### src/rtl/serial_add_arbiter_if.sv
// Request/result bundle between two requesters and the shared
// bit-serial adder controller.
`timescale 1ns/1ps
interface serial_add_arbiter_if #(
   parameter int W = 8
);
   logic         req0;
   logic [W-1:0] a0;
   logic [W-1:0] b0;
   logic         req1;
   logic [W-1:0] a1;
   logic [W-1:0] b1;
   logic [1:0]   gnt;
   logic         busy;
   logic         done;
   logic         done_id;
   logic [W-1:0] sum;
   logic         cout;

   modport master (
      output req0, a0, b0,
      output req1, a1, b1,
      input  gnt, busy, done,
      input  done_id, sum, cout
   );

   modport slave (
      input  req0, a0, b0,
      input  req1, a1, b1,
      output gnt, busy, done,
      output done_id, sum, cout
   );
endinterface

### src/rtl/serial_add_arbiter.sv
// Round-robin arbiter in front of a single 1-bit full-adder datapath;
// operands are summed LSB-first over W cycles and returned with an ID.
`timescale 1ns/1ps
module serial_add_arbiter #(
   parameter int W = 8
) (
   input  logic              clk,
   input  logic              rst_n,
   serial_add_arbiter_if.slave bus
);
   localparam int CW = (W > 1) ? $clog2(W) : 1;

   typedef enum logic [1:0] {
      IDLE,
      SHIFT,
      DONE
   } state_t;

   state_t state;
   state_t state_d;

   logic          ptr;
   logic          owner;
   logic [W-1:0]  a_q;
   logic [W-1:0]  b_q;
   logic [W-1:0]  res_q;
   logic          c_q;
   logic [CW-1:0] cnt;

   logic [1:0]    gnt_q;
   logic          busy_q;
   logic          done_q;
   logic          done_id_q;
   logic [W-1:0]  sum_q;
   logic          cout_q;

   logic          grant;
   logic          pick1;
   logic          last;
   logic          s_bit;
   logic          c_nxt;
   logic [W-1:0]  msb;
   logic [W-1:0]  res_nxt;

   always_comb begin
      state_d = state;
      grant   = 1'b0;
      pick1   = 1'b0;
      last    = (cnt == CW'(W - 1));
      s_bit   = a_q[0] ^ b_q[0] ^ c_q;
      c_nxt   = (a_q[0] & b_q[0]) |
                (c_q & (a_q[0] ^ b_q[0]));
      msb        = '0;
      msb[W-1]   = s_bit;
      res_nxt    = (res_q >> 1) | msb;
      unique case (state)
         IDLE, DONE: begin
            // ptr set means requester 1 wins a tie
            if (bus.req0 | bus.req1) begin
               grant   = 1'b1;
               pick1   = bus.req1 & (~bus.req0 | ptr);
               state_d = SHIFT;
            end else begin
               state_d = IDLE;
            end
         end
         SHIFT: begin
            if (last) state_d = DONE;
         end
         default: state_d = IDLE;
      endcase
   end

   always_ff @(posedge clk or negedge rst_n) begin
      if (!rst_n) state <= IDLE;
      else        state <= state_d;
   end

   always_ff @(posedge clk or negedge rst_n) begin
      if (!rst_n) begin
         ptr       <= 1'b0;
         owner     <= 1'b0;
         a_q       <= '0;
         b_q       <= '0;
         res_q     <= '0;
         c_q       <= 1'b0;
         cnt       <= '0;
         gnt_q     <= 2'b00;
         busy_q    <= 1'b0;
         done_q    <= 1'b0;
         done_id_q <= 1'b0;
         sum_q     <= '0;
         cout_q    <= 1'b0;
      end else begin
         gnt_q  <= 2'b00;
         done_q <= 1'b0;
         busy_q <= (state_d == SHIFT);
         if (grant) begin
            a_q   <= pick1 ? bus.a1 : bus.a0;
            b_q   <= pick1 ? bus.b1 : bus.b0;
            c_q   <= 1'b0;
            cnt   <= '0;
            gnt_q <= pick1 ? 2'b10 : 2'b01;
            owner <= pick1;
            ptr   <= ~pick1;
         end else if (state == SHIFT) begin
            a_q   <= a_q >> 1;
            b_q   <= b_q >> 1;
            c_q   <= c_nxt;
            res_q <= res_nxt;
            cnt   <= cnt + CW'(1);
            if (last) begin
               done_q    <= 1'b1;
               sum_q     <= res_nxt;
               cout_q    <= c_nxt;
               done_id_q <= owner;
            end
         end
      end
   end

   assign bus.gnt     = gnt_q;
   assign bus.busy    = busy_q;
   assign bus.done    = done_q;
   assign bus.done_id = done_id_q;
   assign bus.sum     = sum_q;
   assign bus.cout    = cout_q;
endmodule
### src/flat_wrapper.sv
// flat-port wrapper written by rule: the top's interface ports become plain ports
module serial_add_arbiter_flat 
#(
   parameter int W = 8
)
  (clk, rst_n, bus_req0, bus_a0, bus_b0, bus_req1, bus_a1, bus_b1, bus_gnt, bus_busy, bus_done, bus_done_id, bus_sum, bus_cout);
  serial_add_arbiter_if #(.W(W)) bus_i ();
  input  logic clk;
  input  logic rst_n;
  input wire logic [$bits(bus_i.req0)-1:0] bus_req0;
  input wire logic [$bits(bus_i.a0)-1:0] bus_a0;
  input wire logic [$bits(bus_i.b0)-1:0] bus_b0;
  input wire logic [$bits(bus_i.req1)-1:0] bus_req1;
  input wire logic [$bits(bus_i.a1)-1:0] bus_a1;
  input wire logic [$bits(bus_i.b1)-1:0] bus_b1;
  output wire logic [$bits(bus_i.gnt)-1:0] bus_gnt;
  output wire logic [$bits(bus_i.busy)-1:0] bus_busy;
  output wire logic [$bits(bus_i.done)-1:0] bus_done;
  output wire logic [$bits(bus_i.done_id)-1:0] bus_done_id;
  output wire logic [$bits(bus_i.sum)-1:0] bus_sum;
  output wire logic [$bits(bus_i.cout)-1:0] bus_cout;
  assign bus_i.req0 = bus_req0;
  assign bus_i.a0 = bus_a0;
  assign bus_i.b0 = bus_b0;
  assign bus_i.req1 = bus_req1;
  assign bus_i.a1 = bus_a1;
  assign bus_i.b1 = bus_b1;
  assign bus_gnt = bus_i.gnt;
  assign bus_busy = bus_i.busy;
  assign bus_done = bus_i.done;
  assign bus_done_id = bus_i.done_id;
  assign bus_sum = bus_i.sum;
  assign bus_cout = bus_i.cout;
  serial_add_arbiter #(.W(W)) u_core (.clk(clk), .rst_n(rst_n), .bus(bus_i));
endmodule
### config.mk
export PLATFORM = sky130hd
export DESIGN_NAME = serial_add_arbiter_flat
export DESIGN_NICKNAME = d
export VERILOG_FILES = /design/src/rtl/serial_add_arbiter_if.sv /design/src/rtl/serial_add_arbiter.sv /design/src/flat_wrapper.sv
export SDC_FILE = /design/constraint.sdc
export NUM_CORES = 1
export LEC_CHECK = 0
export BUFFER_PORTS_ARGS = -buffer_cell sky130_fd_sc_hd__buf_4
export CAP_MARGIN = 0
export CORE_MARGIN = 3
export CORE_UTILIZATION = 45
export CTS_CLUSTER_SIZE = 25
export DETAILED_ROUTE_END_ITERATION = 16
export GPL_TIMING_DRIVEN = 0
export PLACE_DENSITY = 0.69
export SYNTH_ARGS = -nofsm -noshare
export SYNTH_HDL_FRONTEND = slang
export SYNTH_SLANG_ARGS = --single-unit
### constraint.sdc
create_clock -name clk -period 1.9 [get_ports clk]
set_input_delay 0 -clock clk [delete_from_list [all_inputs] [get_ports clk]]
set_output_delay 0 -clock clk [all_outputs]
set_load 0.005 [all_outputs]
# After elaboration in Yosys (flattened, before gate mapping)
# Cells that the tools add are included.
# totals
elab_cells,58
regBits,46
output_inout_bits,14
input_bits,36
# classes
n_bitwise,12
reduce_logical,5
mux,22
n_eq_ne,4
add_sub_neg,1
# op_table
cell,n
8-bit two-way mux,6
1-bit two-way mux,10
7-bit by 8-bit OR with 8-bit output,1
2-bit two-way mux,3
3-bit two-way mux,2
"2-bit by 1-bit == test with 1-bit output, second input constant",2
2-bit case mux with 2 select lines,1
"3-bit by 1-bit adder with 3-bit output, second input constant",1
1-bit bitwise AND,3
"3-bit == test, second input constant",1
1-bit NOT,3
1-bit OR,3
3-bit AND reduction,1
"2-bit == test, second input constant",1
2-bit zero test,1
2-bit AND reduction,1
2-bit nonzero test,1
2-bit OR reduction,1
1-bit XOR,2

# Logic depth before layout (Yosys ltp)
# Gate-level depths: netlist of run 1.
# depth
ltp_word,7
depth_mapped,6
mapped_depth_nobuf,5

# Least setup slack after synthesis of run 1
# Ideal clock, no wire load.
# synth_path
kind,register to register
from,register u_core.cnt[0]
to,register u_core.sum_q[7] (netlist: u_core.bus.sum[7])
path_buffers,0
synth_period_minus_slack_ps,1436
path_slack_ps,464
arrival_time_ps,1309
stages_incl_launch_ff,6
required_ps,1773
setup_time_ps,127
cell_sequence,dfrtp_1 > ha_1 > ha_1 > nand2_2 > inv_2 > mux2_1
# synth_between
elab_chain_cells,2
# synth_lines
element,line_no,text
start: declaration,serial_add_arbiter.sv:28,logic [CW-1:0] cnt;
start signal: assignment,serial_add_arbiter.sv:111,cnt <= cnt + CW'(1);
3-bit == test,serial_add_arbiter.sv:49,last = (cnt == CW'(W - 1));
3-bit AND reduction (no source line),-,
end signal: assignment,serial_add_arbiter.sv:114,sum_q <= res_nxt;
end: declaration,serial_add_arbiter.sv:34,logic [W-1:0] sum_q;
# No other way between the ends.
# A chain may end at the register's enable or synchronous reset.

# Final worst setup path of run 1
# layout_path
from,register u_core.state[0]
to,register u_core.b_q[7]
# layout_between
elab_chain_cells,5
elab_cells_between_ends,9
cone_classes,2 x eq/ne; 4 x mux; 3 x reduce/logical
# layout_lines
element,line_no,text
start: declaration,serial_add_arbiter.sv:19,state_t state;
start signal: assignment,serial_add_arbiter.sv:76,else state <= state_d;
2-bit == test or 2-bit zero test (tied branches),serial_add_arbiter.sv:56,unique case (state)
2-bit OR reduction,serial_add_arbiter.sv:56,
1-bit two-way mux,serial_add_arbiter.sv:56,
8-bit two-way mux,serial_add_arbiter.sv:100,b_q <= pick1 ? bus.b1 : bus.b0;
8-bit two-way mux,serial_add_arbiter.sv:98,if (grant) begin
end signal: assignment,serial_add_arbiter.sv:100,
end signal: assignment,serial_add_arbiter.sv:108,b_q <= b_q >> 1;
end: declaration,serial_add_arbiter.sv:25,logic [W-1:0] b_q;
# Several ways; a longest one is shown, not always the timed one.

==> results of run 1 <==
[worst paths after layout]
kind	endpoint	cells past startpoint	slack, ns
max in group asynchronous	u_core.state[0]	2	1.28
worst min register to register	u_core.res_q[1]	2	0.49
worst max-delay path	u_core.b_q[7]	6	0.08
worst min-delay path	u_core.a_q[6]	4	0.09
min in group asynchronous	u_core.a_q[3]	2	0.24
worst max register to register	u_core.b_q[7]	6	0.08
[stage by stage]
stage	area, sq um	std cells	utilization	hold slack (ns)	worst slack, ns
finish	2790	333	0.688	0.0853	0.0821
global route	2790	333	0.688	0.0820	-0.00660
CTS	2770	331	0.683	0.0945	0.0250
detailed placement	2350	290	0.580	0.0307	0.302
global placement	2350	290	0.580	0.0302	0.304
floorplan	1920	191	-	-0.296	0.464
[layer usage]
layer	track usage	vias to the layer above	wire length (um)
li1	-	825	-
met1	0.247	791	2060
met2	0.312	44	2250
met3	0.0477	4	178
met4	0.0501	0	51
met5	0	-	0
[cell type report]
type                       count  share of cell area
buffer                        10              0.0215
clock buffer                   6              0.0260
clock inverter                 2             0.00538
inverter                       4             0.00538
multi-input combinational    132               0.260
sequential                    45               0.403
tap                           50              0.0224
timing repair buffer          84               0.255
[logic make-up after synthesis]
logic type,after synthesis,synth area share
buffers and inverters,14,0.0371
AO/OA/AOI/OAI,38,0.125
flip-flops,45,0.585
adder cells (fa/ha/maj),3,0.0234
AND/OR/NAND/NOR,80,0.165
multiplexers,11,0.0637
[critical path, delay by kind of cell, from the launching register on]
family          cells  cell delay (ns)
buf+inv             3             0.86
flops               1             0.45
mux                 1             0.20
compound gates      2             0.19
[placed cells by master, fill, tap and decap left out, types with 4 or more instances in the layout]
master         instances
dfrtp_1               45
o21ai_1               10
clkbuf_1               4
nor2_1                14
a31oi_1               14
inv_2                  4
o21ai_0                8
dlygate4sd3_1         33
nand2_1               56
nand3_1                6
clkbuf_8               5
buf_4                 53
mux2_1                10
[registers in the layout, summed over array words and instances (netlist names)]
| signal | cells |
|---|---|
| u_core.ptr | 1 |
| u_core.bus.cout | 1 |
| u_core.bus.sum | 8 |
| u_core.bus.done | 1 |
| u_core.cnt | 3 |
| u_core.b_q | 8 |
| u_core.res_q | 7 |
| u_core.bus.done_id | 1 |
| u_core.owner | 1 |
| u_core.bus.busy | 1 |
| u_core.c_q | 1 |
| u_core.state | 2 |
| u_core.bus.gnt | 2 |
| u_core.a_q | 8 |
[what timing repair did]
action | 4_1_cts | 5_1_grt
hold buffers | 33 | 0
setup endpoints to repair | 0 | 2
resized for setup | 0 | 3
buffers inserted | 0 | 2
endpoints found under the hold margin | 61 | 0
[power by group]
group	switching [mW]	total [mW]	leakage [nW]	internal [mW]
clock network	0.299	0.557	0.0374	0.259
logic	0.796	1.54	0.760	0.743
registers	0.260	1.67	0.556	1.41
total	1.35	3.76	1.35	2.41
==> flow_metrics.tcl, run 1 <==
set metrics [dict create \
    synthMostInstantiatedCell "nand2_1" \
    grt_pass1_vias 1632 \
    wl_per_cell_um 13.6 \
    overflow 0 \
    yosysSeqAreaShare 0.585 \
    multi_input_area_sq_um 727 \
    vias_per_cell 5.00 \
    fillers 333 \
    ir_drop_v 0.000786 \
    ys_warn_count 0 \
    dr.pass1.iters 4 \
    grt_max_degree 46 \
    min_from "bus_req1" \
    power_density_mw_per_mm2 1350 \
    drive_above_1_share 0.261 \
    grt_use_total 0.188 \
    portBuffers 49 \
    start_util 0.474 \
    core_sq_mm 0.00406 \
    wirelength_um 4540 \
    cp.required_ns 2.07 \
    critical-path-slowest-cell "dlygate4sd3_1" \
    synth_cell_types 24 \
    synth-edff-count 0 \
    worstSetupEndpointType "register" \
    reg2reg_from "u_core.state[0]" \
    clock_skew_ns 0.00174 \
    std_cell_rows 23 \
    syn_area_per_cell_sq_um 10.1 \
    cts.sinks 45 \
    fmax_mhz 550 \
    htree_levels 2 \
    syn_to_final_growth_pct 45.1 \
    worstPathArrival_ns 1.99 \
    setup-violations-final 0 \
    p_leak_nw 1.35 \
    path_cells "inv_2 > o211a_1 > clkbuf_4 > mux2i_1 > dlygate4sd3_1 > o21ai_1" \
    cap_violations 0 \
    slowest_delay_ns 0.57 \
    die_y_um 71.4 \
    synth_flop_cell "dfrtp_1" \
    clkSlewWorstSetupHoldPaths_ns 0.08 \
    total_power_mw 3.76 \
    worstSetupStartpointType "register" \
    root_buffer "clkbuf_8" \
    final_nets 321 \
    register_area_sq_mm 0.00113 \
    ys_seq_elements 45 \
    drv_slew 0 \
    crit_start "u_core.state[0]" \
    slew_headroom 0.631 \
    hold_class "in -> reg" \
    synth_commonest_cells "nand2_1, dfrtp_1, a31oi_1, nor2_1" \
    path_class "reg -> reg" \
    antenna_found_initial 0 \
    die_width_um 71.4 \
    status "finished, final reports clean" \
    finalSetupTns_ns 0 \
    syn_nets 230 \
    ys_top_cells_by_area "dfrtp_1, nand2_1, mux2_1" \
    crit_path_max_fanout 9 \
    synth_area_sq_mm 0.00192 \
    period_share 0.957 \
    worstSkewPairLatency_ns 0.28 \
    hold_viol 0 \
    num_vias 1664 \
    drc_errors 0 \
    cts_inserted_buffers 5 \
    syn_inst 191 \
    grt_pass1_wl_um 7420 \
    pin_count 50 \
    n_antenna_cell 0 \
    period_minus_slack_ns 1.82 \
    yosysTopAreaCellShare 0.585 \
    die_area_sq_mm 0.00510 \
    drt_iter0_markers 121 \
    gp_congestion 0.738 \
    ant_nets 0 \
    worstMarginPinSlew_ns 0.553 \
    synth_area_leader_cell "dfrtp_1" \
    clockBufferDepth 2 \
    place_hpwl_um 2700 \
    ys_async_sr_fraction 1.00 \
    cts_tree "done" \
]
Note: power is estimated with default switching activity, not from simulation.
==> run 2, diff against run 1 <==
--- a/config.mk
+++ b/config.mk
@@ -7,12 +7,15 @@
 export LEC_CHECK = 0
 export BUFFER_PORTS_ARGS = -buffer_cell sky130_fd_sc_hd__buf_4
 export CAP_MARGIN = 0
+export CELL_PAD_IN_SITES_DETAIL_PLACEMENT = 1
+export CELL_PAD_IN_SITES_GLOBAL_PLACEMENT = 2
 export CORE_MARGIN = 3
-export CORE_UTILIZATION = 45
+export CORE_UTILIZATION = 32
 export CTS_CLUSTER_SIZE = 25
 export DETAILED_ROUTE_END_ITERATION = 16
 export GPL_TIMING_DRIVEN = 0
-export PLACE_DENSITY = 0.69
+export PLACE_DENSITY = 0.78
+export SETUP_SLACK_MARGIN = 0.02
 export SYNTH_ARGS = -nofsm -noshare
 export SYNTH_HDL_FRONTEND = slang
 export SYNTH_SLANG_ARGS = --single-unit
==> flow_metrics.tcl, run 2 (synthesis results as in run 1) <==
set metrics [dict create \
    dr.pass1.iters 4 \
    drc_errors 0 \
    status "finished, final reports clean" \
    worstSkewPairLatency_ns 0.28 \
    worstMarginPinSlew_ns 0.575 \
    fmax_mhz 561 \
    grt_pass1_wl_um 8450 \
    core_sq_mm 0.00568 \
    path_class "reg -> reg" \
    grt_max_degree 46 \
    dp_slack_ns 0.316 \
    layout_commonest_cell "nand2_1" \
    die_area_sq_mm 0.00698 \
    die_width_um 83.5 \
    std_cell_rows 27 \
    drive_above_1_share 0.254 \
    period_share 0.939 \
    worstSetupEndpointType "register" \
    period_minus_slack_ns 1.78 \
    power_density_mw_per_mm2 1390 \
    rsz0062_at_grt "false" \
    hold_class "in -> reg" \
    crit_path_max_fanout 9 \
    grt_use_total 0.151 \
    cts_tree "done" \
    grt_pass1_vias 1783 \
    root_buffer "clkbuf_8" \
    gp_congestion 0.713 \
    slew_headroom 0.617 \
    ant_nets 0 \
    overflow 0 \
    ff2ff_path_depth 6 \
    pin_count 50 \
    cp.required_ns 2.07 \
    hold_viol 0 \
    cap_violations 0 \
    holdPathStages 3 \
    drv_slew 0 \
    cts_setup_buffers 0 \
    layout_common_cells "nand2_1, buf_4, dfrtp_1, dlygate4sd3_1" \
    num_vias 1641 \
    worstSetupStartpointType "register" \
    wirelength_um 4860 \
    cts_inserted_buffers 5 \
    clockBufferDepth 2 \
    worstPathArrival_ns 1.96 \
    wl_per_cell_um 13.8 \
    syn_to_final_growth_pct 46.6 \
    die_y_um 83.5 \
    portBuffers 49 \
    final_nets 318 \
    worst_slack_ns 0.117 \
    vias_per_cell 4.66 \
    clkSlewWorstSetupHoldPaths_ns 0.08 \
    htree_levels 2 \
    setup-violations-final 0 \
    n_antenna_cell 0 \
    place_hpwl_um 3220 \
    start_util 0.339 \
    antenna_found_initial 0 \
    clock_skew_ns 0.00547 \
    ir_drop_v 0.000540 \
    finalSetupTns_ns 0 \
    cts.sinks 45 \
    drt_iter0_markers 54 \
    p_leak_nw 1.35 \
    fillers 628 \
]
-- run 2: cell types whose count changed in the layout (fill, tap and decap cells not counted), sizes merged --
cell / delta
clkbuf: +1
clkinvlp: -2
bufinv: +1
buf: -2
dlygate4sd3: -1
-- run 2: repair_timing --
item / in CTS / in global routing
endpoints found under the hold margin: 61 / 0
hold buffers: 32 / 0
endpoints found under the setup margin: 0 / 1
resized for setup: 0 / 1
-- run 2: critical path: stages (launching register included) --
cell and delay (ns):
dfrtp_1 0.44, inv_2 0.09, o211a_1 0.14, clkbuf_4 0.21, mux2i_1 0.19, dlygate4sd3_1 0.56
o21ai_1 0.05
-- run 2: per-layer routing --
layer | track usage | part of all wire | up-vias
met5 | 0 | 0 | -
met4 | 0.0614 | 0.019 | 0
met3 | 0.0286 | 0.030 | 6
met2 | 0.249 | 0.50 | 33
met1 | 0.194 | 0.45 | 789
li1 | - | - | 813
-- run 2: power by group --
part	switching [mW]	leakage, nW	internal, mW
clock network	0.299	0.0585	0.429
registers	0.251	0.556	1.41
logic	0.805	0.740	0.726
-- run 2: layout make-up --
type	instances	area, sq um	share of cell area
repair buffers	81	688	0.244
well taps	72	90.1	0.0319
clock inverters	1	30.0	0.0106
clock buffers	7	86.3	0.0306
flip-flops and latches	45	1130	0.399
plain buffers	10	58.8	0.0208
inverters	4	15.0	0.00532
multi-input cells	132	727	0.258
-- run 2: metrics by stage --
stage,instance area (sq um),hold slack (ns),power (mW),instances,utilization
floorplan,1920,-0.296,2.59,191,-
global placement,2380,0.0409,3.15,312,0.420
detailed placement,2380,0.0430,3.19,312,0.420
CTS,2820,0.00652,4.00,352,0.497
global route,2820,0.000238,4.30,352,0.497
finish,2820,0.0206,3.92,352,0.497
-- run 2: final timing paths --
check	slack, ns	startpoint	to
setup / recovery	0.12	u_core.state[0]	u_core.b_q[7]
hold / removal	0.02	bus_a0[6]	u_core.a_q[6]
setup reg to reg	0.12	u_core.state[0]	u_core.b_q[7]
hold reg to reg	0.48	u_core.res_q[1]	u_core.res_q[1]
max in group asynchronous	1.25	rst_n	u_core.b_q[2]
min in group asynchronous	0.26	rst_n	u_core.bus.sum[0]
